===== src/rtl/queue_pkg.sv =====
// rtl/queue_pkg.sv - shared constants, depth helper and status bundle for the level queue
// Purpose : default geometry of queue_level_fifo, depth function, status record type.
// Contents: DEFAULT_DATA_WIDTH, DEFAULT_ADDR_WIDTH, queue_depth(), queue_status_t.
package queue_pkg;

  localparam int DEFAULT_DATA_WIDTH = 8;
  localparam int DEFAULT_ADDR_WIDTH = 4;

  // Number of entries addressed by addr_width bits.
  function automatic int unsigned queue_depth(input int unsigned addr_width);
    return 32'd1 << addr_width;
  endfunction

  // Flag group as seen by a monitor; not driven by the RTL itself.
  typedef struct packed {
    logic full;
    logic empty;
    logic almost_full;
    logic almost_empty;
    logic overflow;
    logic underflow;
  } queue_status_t;

endpackage


===== src/rtl/queue_mag_compare.sv =====
// rtl/queue_mag_compare.sv - unsigned magnitude comparator
// Purpose : compares two unsigned operands of Width bits.
// Ports   : i_a, i_b (operands); o_gt (a>b), o_lt (a<b), o_eq (a==b).
module queue_mag_compare #(
  parameter int Width = 4
) (
  input  logic [Width-1:0] i_a,
  input  logic [Width-1:0] i_b,
  output logic             o_gt,
  output logic             o_lt,
  output logic             o_eq
);

  assign o_gt = (i_a > i_b);
  assign o_lt = (i_a < i_b);
  assign o_eq = (i_a == i_b);

endmodule


===== src/rtl/queue_level_fifo.sv =====
// rtl/queue_level_fifo.sv - circular queue with occupancy count, watermarks and error pulses
// Purpose : single-clock queue, 2^AddrWidth x DataWidth, registered read data.
// Ports   : clk, rst_n (async active-low); WrEn/DataIn write side; RdEn/DataOut read side;
//           Full, Empty, Count status; AfThresh/AeThresh watermark inputs with
//           AlmostFull/AlmostEmpty outputs; Overflow/Underflow one-cycle error pulses.
// Macro   : QUEUE_WATERMARK_EN enables the watermark comparators; otherwise
//           AlmostFull/AlmostEmpty are tied low and the thresholds are ignored.
module queue_level_fifo
  import queue_pkg::*;
#(
  parameter int DataWidth = DEFAULT_DATA_WIDTH,
  parameter int AddrWidth = DEFAULT_ADDR_WIDTH
) (
  input  logic                 clk,
  input  logic                 rst_n,
  input  logic                 WrEn,
  input  logic [DataWidth-1:0] DataIn,
  input  logic                 RdEn,
  output logic [DataWidth-1:0] DataOut,
  output logic                 Full,
  output logic                 Empty,
  output logic [AddrWidth:0]   Count,
  input  logic [AddrWidth:0]   AfThresh,
  input  logic [AddrWidth:0]   AeThresh,
  output logic                 AlmostFull,
  output logic                 AlmostEmpty,
  output logic                 Overflow,
  output logic                 Underflow
);

  localparam int Depth = int'(queue_depth(AddrWidth));
  localparam logic [AddrWidth:0] PtrOne = 1;

  logic [DataWidth-1:0] r_mem [0:Depth-1];
  logic [AddrWidth:0]   r_wr_ptr;
  logic [AddrWidth:0]   r_rd_ptr;
  logic [AddrWidth:0]   r_count;
  logic [DataWidth-1:0] r_data_out;
  logic                 r_overflow;
  logic                 r_underflow;

  logic w_addr_eq;
  logic w_unused_addr_gt;
  logic w_unused_addr_lt;
  logic w_full;
  logic w_empty;
  logic w_wr_acc;
  logic w_rd_acc;

  queue_mag_compare #(.Width(AddrWidth)) u_addr_cmp (
    .i_a  (r_wr_ptr[AddrWidth-1:0]),
    .i_b  (r_rd_ptr[AddrWidth-1:0]),
    .o_gt (w_unused_addr_gt),
    .o_lt (w_unused_addr_lt),
    .o_eq (w_addr_eq)
  );

  // Same address: wrap bits equal means empty, different means one lap ahead (full).
  assign w_empty  = w_addr_eq && (r_wr_ptr[AddrWidth] == r_rd_ptr[AddrWidth]);
  assign w_full   = w_addr_eq && (r_wr_ptr[AddrWidth] != r_rd_ptr[AddrWidth]);

  // Acceptance uses pre-edge flags only, so a read never frees a slot for a
  // same-cycle write and a write never falls through to a same-cycle read.
  assign w_wr_acc = WrEn && !w_full;
  assign w_rd_acc = RdEn && !w_empty;

  // Storage is not reset; reset only discards contents logically via the pointers.
  always_ff @(posedge clk) begin
    if (w_wr_acc) begin
      r_mem[r_wr_ptr[AddrWidth-1:0]] <= DataIn;
    end
  end

  always_ff @(posedge clk or negedge rst_n) begin
    if (!rst_n) begin
      r_wr_ptr    <= '0;
      r_rd_ptr    <= '0;
      r_count     <= '0;
      r_data_out  <= '0;
      r_overflow  <= 1'b0;
      r_underflow <= 1'b0;
    end else begin
      r_overflow  <= WrEn && w_full;
      r_underflow <= RdEn && w_empty;
      if (w_wr_acc) begin
        r_wr_ptr <= r_wr_ptr + PtrOne;
      end
      if (w_rd_acc) begin
        r_rd_ptr   <= r_rd_ptr + PtrOne;
        r_data_out <= r_mem[r_rd_ptr[AddrWidth-1:0]];
      end
      if (w_wr_acc && !w_rd_acc) begin
        r_count <= r_count + PtrOne;
      end else if (!w_wr_acc && w_rd_acc) begin
        r_count <= r_count - PtrOne;
      end
    end
  end

  assign DataOut   = r_data_out;
  assign Full      = w_full;
  assign Empty     = w_empty;
  assign Count     = r_count;
  assign Overflow  = r_overflow;
  assign Underflow = r_underflow;

`ifdef QUEUE_WATERMARK_EN
  logic w_af_lt;
  logic w_ae_gt;
  logic w_unused_af_gt;
  logic w_unused_af_eq;
  logic w_unused_ae_lt;
  logic w_unused_ae_eq;

  // Count >= AfThresh is !(Count < AfThresh); a zero threshold is therefore always met.
  queue_mag_compare #(.Width(AddrWidth + 1)) u_af_cmp (
    .i_a  (r_count),
    .i_b  (AfThresh),
    .o_gt (w_unused_af_gt),
    .o_lt (w_af_lt),
    .o_eq (w_unused_af_eq)
  );

  // Count <= AeThresh is !(Count > AeThresh); thresholds >= depth are always met.
  queue_mag_compare #(.Width(AddrWidth + 1)) u_ae_cmp (
    .i_a  (r_count),
    .i_b  (AeThresh),
    .o_gt (w_ae_gt),
    .o_lt (w_unused_ae_lt),
    .o_eq (w_unused_ae_eq)
  );

  assign AlmostFull  = !w_af_lt;
  assign AlmostEmpty = !w_ae_gt;
`else
  logic w_unused_thresh;
  assign w_unused_thresh = ^{AfThresh, AeThresh};
  assign AlmostFull      = 1'b0;
  assign AlmostEmpty     = 1'b0;
`endif

endmodule


===== config.mk =====
export PLATFORM = sky130hd
export DESIGN_NAME = queue_level_fifo
export DESIGN_NICKNAME = d
export VERILOG_FILES = /design/src/rtl/queue_pkg.sv /design/src/rtl/queue_mag_compare.sv /design/src/rtl/queue_level_fifo.sv
export SDC_FILE = /design/constraint.sdc
export NUM_CORES = 1
export LEC_CHECK = 0
export ABC_AREA = 0
export BUFFER_PORTS_ARGS = -buffer_cell sky130_fd_sc_hd__buf_4
export CAP_MARGIN = 15
export CORE_ASPECT_RATIO = 1.2
export CORE_MARGIN = 1
export CORE_UTILIZATION = 55
export CTS_CLUSTER_SIZE = 12
export DETAILED_ROUTE_END_ITERATION = 10
export GPL_TIMING_DRIVEN = 0
export HOLD_SLACK_MARGIN = 0.08
export PLACE_DENSITY = 0.7
export SYNTH_ARGS = -nofsm -noshare
export SYNTH_HDL_FRONTEND = slang
export SYNTH_SLANG_ARGS = --single-unit

===== constraint.sdc =====
create_clock -name clk -period 4.32 [get_ports clk]
set_clock_uncertainty 0.1 [all_clocks]
set_input_delay 0.648 -clock clk [delete_from_list [all_inputs] [get_ports clk]]
set_output_delay 0.648 -clock clk [all_outputs]
set_load 0.005 [all_outputs]

* After elaboration in Yosys (flattened, before gate mapping)
Memory sizes are Yosys's and may differ from the RTL's. A register that Yosys moved wholly into a read port is not among the register bits.
Cells that the tools add are included.
** Storage, ports and cells
- Flip-flop bits (word level) :: 17
- Bits in writable memories :: 128
- Bits of input ports :: 22
- Output and inout bits :: 19
- Word-level logic and storage cells :: 31
- Memories kept :: 1
** Memory list
- r_mem :: depth 16, bits a word 8, read ports 1, clocked after Yosys merged registers in 1, write ports 1, RTL line queue_level_fifo.sv:34 : logic [DataWidth-1:0] r_mem [0:Depth-1];
** Cells by class
- $add $sub $neg :: 4
- Equality and inequality tests :: 3
- Multiplexer cells :: 4
- Reductions and logical operators :: 14
** Operators by type and width (number)
- 5-bit by 1-bit adder with 5-bit output, second input constant :: 3
- 5-bit two-way mux :: 2
- 1-bit logical AND :: 8
- 1-bit zero test :: 5
- 5-bit by 1-bit subtractor with 5-bit output, second input constant :: 1
- 4-bit == test :: 1
- 1-bit two-way mux :: 2
- 2-bit nonzero test :: 1
- 1-bit == test :: 1
- 1-bit != test :: 1

* Longest topological paths before layout
Gate-level depths: netlist of the first run.
- Depth after elaboration :: 8
- Depth in mapped cells :: 14
- Depth with buffers taken out :: 12

* Modules after synthesis
Synthesis of the first run repeated with hierarchy kept, for this count alone.
** Second synthesis, totals
- Cells, all modules :: 403
- Area, all modules :: 6333.6 um2
** Modules (own cells, without submodules)
- queue_level_fifo :: times used 1, cells each 387, area each 6204.7 um2
- queue_mag_compare :: times used 1, cells each 16, area each 128.9 um2

* Worst setup path before layout of the first run
Ideal clock, no wire load.
- Kind :: flip-flop to flip-flop
- Start :: reg r_rd_ptr[0]
- End :: reg r_count[4], in the netlist Count[4]
- Arrival :: 2.831 ns
- Data required time :: 4.141 ns
- Slack :: 1.309 ns
- Cell stages (with the launch flop) :: 15
- Cells stage by stage :: dfrtp_1 > buf_6 > xor2_1 > nor4_4 > a21boi_2 > buf_6 > inv_1 > ha_1 > inv_1 > ha_1 > nor2b_1 > o21a_1 > or3_1 > a21oi_1 > xor2_1
** Between the ends
- Word-level cells in the longest chain between the ends :: 7
- Elaborated cells on any way between the ends :: 13
- Those cells by class :: 1 x eq/ne; 1 x mux; 11 x reduce/logical
** RTL lines
- start: declaration :: RTL line queue_level_fifo.sv:36 : logic [AddrWidth:0] r_rd_ptr;
- start signal: assignment :: RTL line queue_level_fifo.sv:89 : r_rd_ptr <= r_rd_ptr + PtrOne;
- 4-bit == test (*) :: RTL line queue_mag_compare.sv:16 : assign o_eq = (i_a == i_b);
- 1-bit logical AND (on tied branches) :: RTL line queue_level_fifo.sv:59, queue_level_fifo.sv:60
- 1-bit zero test (on tied branches) :: RTL line queue_level_fifo.sv:65, queue_level_fifo.sv:64
- 1-bit logical AND (on tied branches) :: RTL line queue_level_fifo.sv:65, queue_level_fifo.sv:64
- 1-bit zero test (on tied branches) :: RTL line queue_level_fifo.sv:92, queue_level_fifo.sv:94
- 1-bit logical AND (on tied branches) :: RTL line queue_level_fifo.sv:92, queue_level_fifo.sv:94
- 5-bit two-way mux or 2-bit nonzero test (tied branches)
- end signal: assignment :: RTL line queue_level_fifo.sv:93 : r_count <= r_count + PtrOne;
- end signal: assignment :: RTL line queue_level_fifo.sv:95 : r_count <= r_count - PtrOne;
- end: declaration :: RTL line queue_level_fifo.sv:37 : logic [AddrWidth:0] r_count;
Every way passes the cells marked *; elsewhere a longest branch is shown, timed or not.
A chain may end at the register's enable or synchronous reset.

* Worst setup path in the final report of the first run
- Start :: reg r_rd_ptr[0]
- End :: reg r_count[4], in the netlist Count[4]
** Between the ends
- Word-level cells in the longest chain between the ends :: 7
- Elaborated cells on any way between the ends :: 13
- Those cells by class :: 1 x eq/ne; 1 x mux; 11 x reduce/logical
** RTL lines
- 4-bit == test (*) :: RTL line queue_mag_compare.sv:16
- 1-bit logical AND (*) :: RTL line queue_level_fifo.sv:60 : assign w_full = w_addr_eq && (r_wr_ptr[AddrWidth] != r_rd_ptr[AddrWidth]);
- 1-bit zero test (*) :: RTL line queue_level_fifo.sv:64 : assign w_wr_acc = WrEn && !w_full;
- 1-bit logical AND (*) :: RTL line queue_level_fifo.sv:64
- named net w_wr_acc :: RTL line queue_level_fifo.sv:47 : logic w_wr_acc;
- 1-bit zero test :: RTL line queue_level_fifo.sv:94 : end else if (!w_wr_acc && w_rd_acc) begin
- 1-bit logical AND :: RTL line queue_level_fifo.sv:94
- 2-bit nonzero test (no line)
Mark *: on every way through the listed nets, which the timed path passes. The rest lies on a longest branch.

==> metrics.yaml, run 1 <==
period_share: 0.7910
end_kind: "register"
wire_per_inst_um: 21.78
vias: 3094
grt_max_degree: 26
report.final.slew_viol_count: 0
critical_path_arrival_ns: 3.65
finalHoldViolCount: 0
period_minus_slack_ns: 3.417
route.detailed.drc: 0
io_pins: 41
power_mw: 5.123
cts_made_buffers: 17
grt_pass1_wl_um: 18430
initial_utilization: 0.5699
cts_tree: "built"
clk_path_buf_depth: 2
worstMarginPinSlew_ns: 0.6606
dr.pass1.iters: 4
synth_edf_count: 128
hold_ws_ns: 0.3665
utilization: 0.6639
cts-htree-levels: 4
wl_um: 11830
async_reset_ff_frac: 0.1634
seq_area_frac_synth: 0.7040
die-area_mm2: 0.01198
p_leak_nw: 2.771
tns_ns: 0
critical_path.startpoint_type: "register"
gp_congestion: 0.7492
yosysTopAreaCellShare: 0.6054
post-cts-setup-buffer-count: 0
track_usage: 0.2222
status: "complete, no violations"
drt-initial-drc-count: 264
core_area_mm2: 0.01114
area_growth_pct: 16.50
antenna_found_initial: 0
layout-drive-gt1-share: 0.2699
yosysTopAreaCell: "edfxtp_1"
ys_top_cells_by_area: "edfxtp_1 61%, dfrtp_1 9.9%, mux4_1 7.4%"
hold_class: "reg -> reg"
peakVddDrop_uv: 323.1
crit_fanout: 10
clock-sinks: 153
clkTransAtPathRegs_ns: 0.06
ys.flop_type: "edfxtp_1"
max_freq_mhz: 292.7
setup_violations: 0
die_h_um: 119.7
num-nets-final: 409
rsz0062_at_grt: "false"
dp_hpwl_um: 7642
grt_overflow: 0
clock_latency_ns: 0.41
relSlewSlack: 0.5562
grt_pass1_vias: 3183
synthesis.area_mm2: 0.006349
ys_warn_count: 0
synthDistinctLibCells: 37
avgSynthCellArea_um2: 19.47
ys_ff_latch: 153
portBuffers: 28
powerDensity_mw_per_mm2: 692.6
antenna_left: 0
cap_violations: 0
synth_cells: 326
placed_cell_area_mm2: 0.006763
insertedDiodeCount: 0
avgViaCountPerCell: 5.698
worstPathRequired_ns: 4.56
clockRootBuffer: "clkbuf_16"
rows: 42
path_class: "reg -> reg"
final_area_mm2: 0.007396
die_w_um: 100.1
## critical path, cell delays in order (launching register included)
cell and delay (ns):
dfrtp_1 0.40, buf_6 0.16, xor2_1 0.17, nor4_4 0.43
a21boi_1 0.20, buf_2 0.23, ha_1 0.28, inv_1 0.14
ha_1 0.26, nor2b_1 0.15, o21a_1 0.17, or3_1 0.31
a21oi_1 0.18, xor2_1 0.16
## placed cells by master (no fill, tap or decap), types with 2 or more instances in the layout
cell type        netlist  layout
xor2_1                 8       8
dfrtp_1               25      25
nor2b_1                3       3
ha_1                  10      10
and2b_1                2       2
and2_1                 3       3
buf_4                  3      32
clkbuf_8               3       7
mux4_2                14      14
buf_2                  4       4
buf_6                  5       5
mux2_4                 5       5
o21ai_0                5       5
edfxtp_1             128     128
clkinv_2               0       3
clkdlybuf4s25_2        3       3
and3_1                17      17
conb_1                 1       2
bufinv_16              0       3
mux4_1                18      18
nand4_1                3       3
clkbuf_16              0      17
nor2_1                 2       2
xnor2_1                9       9
inv_1                  7       7
mux2_2                 4       4
a22oi_1               16      16
a21oi_1                2       2
nand2_1               15      15
clkinv_4               0       2
## kinds of logic after synthesis
logic type                 Yosys count  share of synthesized area
and+or+nand+nor                     50                    0.04513
muxes                               41                     0.1431
adders and majority gates           11                    0.02286
other                                1                  0.0005907
AOI/OAI and AO/OA                   26                    0.02858
buffers and inverters               27                    0.03232
DFF                                153                     0.7040
xor gates and xnor gates            17                    0.02345
## layer usage
layer,track usage,wire length [µm]
met2,0.3349,5774
met1,0.3028,4929
met5,0,0
met4,0.1214,309
met3,0.05067,815
## worst paths after layout
kind                                   from          end  slack (ns)  cells past startpoint
worst max register to register  r_rd_ptr[0]     Count[4]        0.90                     13
min in group asynchronous             rst_n   DataOut[4]        0.59                      2
worst min-delay path               Count[4]     Count[4]        0.37                      1
max in group asynchronous             rst_n  r_wr_ptr[0]        3.27                      2
worst max-delay path            r_rd_ptr[0]     Count[4]        0.90                     13
worst min register to register     Count[4]     Count[4]        0.37                      1
## synth_stat cells (all sizes together) (7+ instances only)
cell / number
edfxtp: 128
mux4: 32
dfrtp: 25
and3: 17
a22oi: 16
nand2: 15
buf: 12
ha: 10
mux2: 9
xnor2: 9
xor2: 8
inv: 7
## where the power goes
part | switching, mW | total [mW] | internal [mW]
sequential | 0.111 | 1.96 | 1.85
clock | 0.563 | 1.53 | 0.969
combinational | 0.828 | 1.63 | 0.806
## through the flow
step,std cells,setup slack [ns]
after global placement,509,1.020
after floorplan,327,1.309
after CTS,543,0.8748
after global routing,543,0.6954
final,543,0.9030
after detailed placement,510,0.9096
## registers in the layout, summed over array words and instances (netlist names)
| register | cells |
|---|---|
| Underflow | 1 |
| DataOut | 8 |
| r_wr_ptr | 5 |
| Overflow | 1 |
| Count | 5 |
| r_rd_ptr | 5 |
| r_mem | 128 |
## what timing repair did
item	CTS	global route
hold buffers	1	0
resized for setup	0	0
hold endpoints to repair	25	0
## layout make-up
cell class	count	area (µm²)
flip-flops and latches	153	4469
fillers	753	3745
multi-input cells	147	1678
clock buffers	21	480.5
repair buffers	30	227.7
well taps	154	192.7
plain buffers	20	178.9
clock inverters	11	142.6
inverters	7	26.28
Note: power is estimated with default switching activity, not from simulation.
==> run 2: changes to the inputs <==
--- a/config.mk
+++ b/config.mk
@@ -5,7 +5,7 @@
 export SDC_FILE = /design/constraint.sdc
 export NUM_CORES = 1
 export LEC_CHECK = 0
-export ABC_AREA = 0
+export ABC_AREA = 1
 export BUFFER_PORTS_ARGS = -buffer_cell sky130_fd_sc_hd__buf_4
 export CAP_MARGIN = 15
 export CORE_ASPECT_RATIO = 1.2
==> constraint.sdc (replaced) <==
create_clock -name clk -period 3.56 [get_ports clk]
set_clock_uncertainty 0.1 [all_clocks]
set_input_delay 0.534 -clock clk [delete_from_list [all_inputs] [get_ports clk]]
set_output_delay 0.534 -clock clk [all_outputs]
set_load 0.005 [all_outputs]
==> run 2 against run 1 <==
  * Final area increased by 8.8%
  * Final cell count increased by 78%
  * Register-to-register slack worse by 0.27 ns
  * Critical endpoint unchanged
  * Largest cell class unchanged
==> metrics.yaml, run 2 <==
end_kind: "register"
utilization: 0.6553  # -0.008539
die_h_um: 125.6  # +4.9%
tns_ns: 0  # unchanged
synthDistinctLibCells: 23  # -38%
ys_top_cells_by_area: "edfxtp_1 55%, nand2_1 14%, dfrtp_1 8.9%"
rr_endpoint: "Count[4]"
avgViaCountPerCell: 5.154  # -9.6%
layout-drive-gt1-share: 0.1151  # -0.1548
synth.most_common_cell: "nand2_1"
cp_common_cell: "nand2_1"
cts_resized: 0  # unchanged
rsz0062_at_grt: "false"
slowest_stage: "dfrtp_1"
finalHoldViolCount: 0  # unchanged
crit_fanout: 10  # unchanged
crit_chain: "buf_2 > inv_2 > nand2_1 > a21oi_2 > nand3_1 > nand2_2 > buf_4 > ha_1 > inv_1 > ha_1 > a21oi_1 > o21ai_0 > xor2_1 > nand2_1 > nand2_1"
ys.flop_type: "edfxtp_1"
setup_violations: 0  # unchanged
ys_top_cells_by_count: "264 x nand2_1, 139 x inv_1, 128 x edfxtp_1"
synth_edf_count: 128  # unchanged
clock_latency_ns: 0.42  # about the same
peakVddDrop_uv: 346.9  # +7.4%
min_path_cells: 3  # +2
avgSynthCellArea_um2: 9.562  # -51%
report.final.slew_viol_count: 0  # unchanged
fill_cells: 958  # +27%
wl_um: 15420  # +30%
antenna_found_initial: 0  # unchanged
status: "complete, no violations"
grt_overflow: 0  # unchanged
hold_class: "in -> reg"
worstPathRequired_ns: 3.77  # -0.79 ns
antenna_left: 0  # unchanged
synthesis.area_mm2: 0.006999  # +10%
grt_pass1_wl_um: 24530  # +33%
cts-htree-levels: 4  # unchanged
hold_ws_ns: 0.2430  # -0.1235 ns
largest_reg_flops: 128  # unchanged
final_cell_mix: "264 x nand2_1, 139 x inv_1, 128 x edfxtp_1, 86 x nand3_1, 33 x buf_4"
power_mw: 6.285  # +23%
yosysTopAreaCellShare: 0.5492  # -0.05628
ys_ff_latch: 153  # unchanged
r2r_cells: 15  # +2
track_usage: 0.2500  # +0.02786
powerDensity_mw_per_mm2: 781.2  # +13%
gp_congestion: 0.9601  # +28%
placed_cells: 927  # +82%
yosysTopAreaCell: "edfxtp_1"
max_freq_mhz: 342.2  # +17%
area_growth_pct: 14.94
die-area_mm2: 0.01318  # +10%
vias: 4994  # +61%
cts_made_buffers: 17  # unchanged
initial_utilization: 0.5701  # about the same
num-nets-final: 828  # +100%
clockRootBuffer: "clkbuf_16"
path_class: "reg -> reg"
post-cts-setup-buffer-count: 0  # unchanged
die_w_um: 105.0  # +4.9%
grt_max_degree: 26  # unchanged
final_area_mm2: 0.008045  # +8.8%
clock-sinks: 153  # unchanged
period_minus_slack_ns: 2.923  # -0.4944 ns
insertedDiodeCount: 0  # unchanged
grt_pass1_vias: 4813  # +51%
worst_slack_ns: 0.6374  # -0.2656 ns
p_leak_nw: 3.785  # +37%
critical_path_arrival_ns: 3.13  # -0.52 ns
async_reset_ff_frac: 0.1634  # unchanged
synth_cells: 732  # +120%
ys_warn_count: 0  # unchanged
io_pins: 41  # unchanged
rows: 44  # +4.8%
core_area_mm2: 0.01228  # +10%
hold_end: "Overflow"
clk_path_buf_depth: 2  # unchanged
hp-start: "WrEn"
relSlewSlack: 0.2961  # -0.2601
period_share: 0.8209  # +0.02998
r2r_start: "r_rd_ptr[1]"
layout_commonest_cell: "nand2_1"
cts_tree: "built"
dr.pass1.iters: 5  # +1
wire_per_inst_um: 15.91  # -27%
portBuffers: 28  # unchanged
fin_cells: 969  # +78%
critical_path.startpoint_type: "register"
slowest_delay_ns: 0.38  # -0.05 ns
ff2ff_setup_slack_ns: 0.64  # -0.27 ns
drt-initial-drc-count: 376  # +42%
placed_cell_area_mm2: 0.007442  # +10%
cap_violations: 0  # unchanged
dp_hpwl_um: 10360  # +36%
route.detailed.drc: 0  # unchanged
worstMarginPinSlew_ns: 1.048  # +0.3871 ns
post-place-ws_ns: 0.6337  # -0.2759 ns
clkTransAtPathRegs_ns: 0.06  # about the same
seq_area_frac_synth: 0.6385  # -0.06544
==> run 2: area by class of cell <==
class / instances / area (µm²) / share of cell area
clock buffer: 19 / 432.9 / 0.05381
timing repair buffer: 43 / 302.8 / 0.03764
tap: 161 / 201.4 / 0.02504
clock inverter: 13 / 105.1 / 0.01306
buffer: 30 / 152.6 / 0.01897
inverter: 144 / 540.5 / 0.06718
multi-input combinational: 406 / 1841 / 0.2288
sequential: 153 / 4469 / 0.5555
==> run 2: how the worst max path moves through the flow <==
stage	depth (start not counted)	endpoint	slack (ns)	start
2_1_floorplan	15	Count[4]	1.06	r_rd_ptr[1]
3_3_place_gp	15	Count[4]	0.72	r_rd_ptr[1]
3_5_place_dp	15	Count[4]	0.63	r_rd_ptr[1]
4_1_cts	15	Count[4]	0.62	r_rd_ptr[1]
5_1_grt	15	Count[4]	0.39	r_rd_ptr[1]
6_report	15	Count[4]	0.64	r_rd_ptr[1]
==> run 2: kinds of logic (layout without fill, tap and decap cells) <==
family | after synthesis | count (layout) | synth area share
AND/OR/NAND/NOR | 371 | 371 | 0.2174
XOR/XNOR | 14 | 14 | 0.01752
AO/OA/AOI/OAI | 8 | 8 | 0.006256
adder cells (fa/ha/maj) | 11 | 11 | 0.02074
other | 1 | 2 | 0.0005358
flip-flops | 153 | 153 | 0.6385
buffers and inverters | 174 | 249 | 0.09904
==> run 2: critical path, delay by kind of cell (launching register included) <==
kind,cells,cell delay (ns)
adders and majority gates,2,0.57
and+or+nand+nor,5,0.51
xor gates and xnor gates,1,0.15
DFF,1,0.38
buffers and inverters,4,0.64
AOI/OAI and AO/OA,3,0.44
==> run 2: metal layers <==
layer,vias to the layer above,GRT usage,share of wire
met5,-,0,0
met3,29,0.03702,0.052
met1,2364,0.3332,0.44
li1,2423,-,-
met2,178,0.3958,0.48
met4,0,0.1392,0.028
==> run 2: power by group <==
group	switching, mW	internal, mW
Sequential	0.152	2.21
Combinational	1.50	0.775
Clock	0.699	0.952
Total	2.35	3.93
==> run 2: repair_timing <==
action,4_1_cts,5_1_grt
hold buffers,1,0
endpoints found under the setup margin,0,0
hold endpoints to repair,25,0
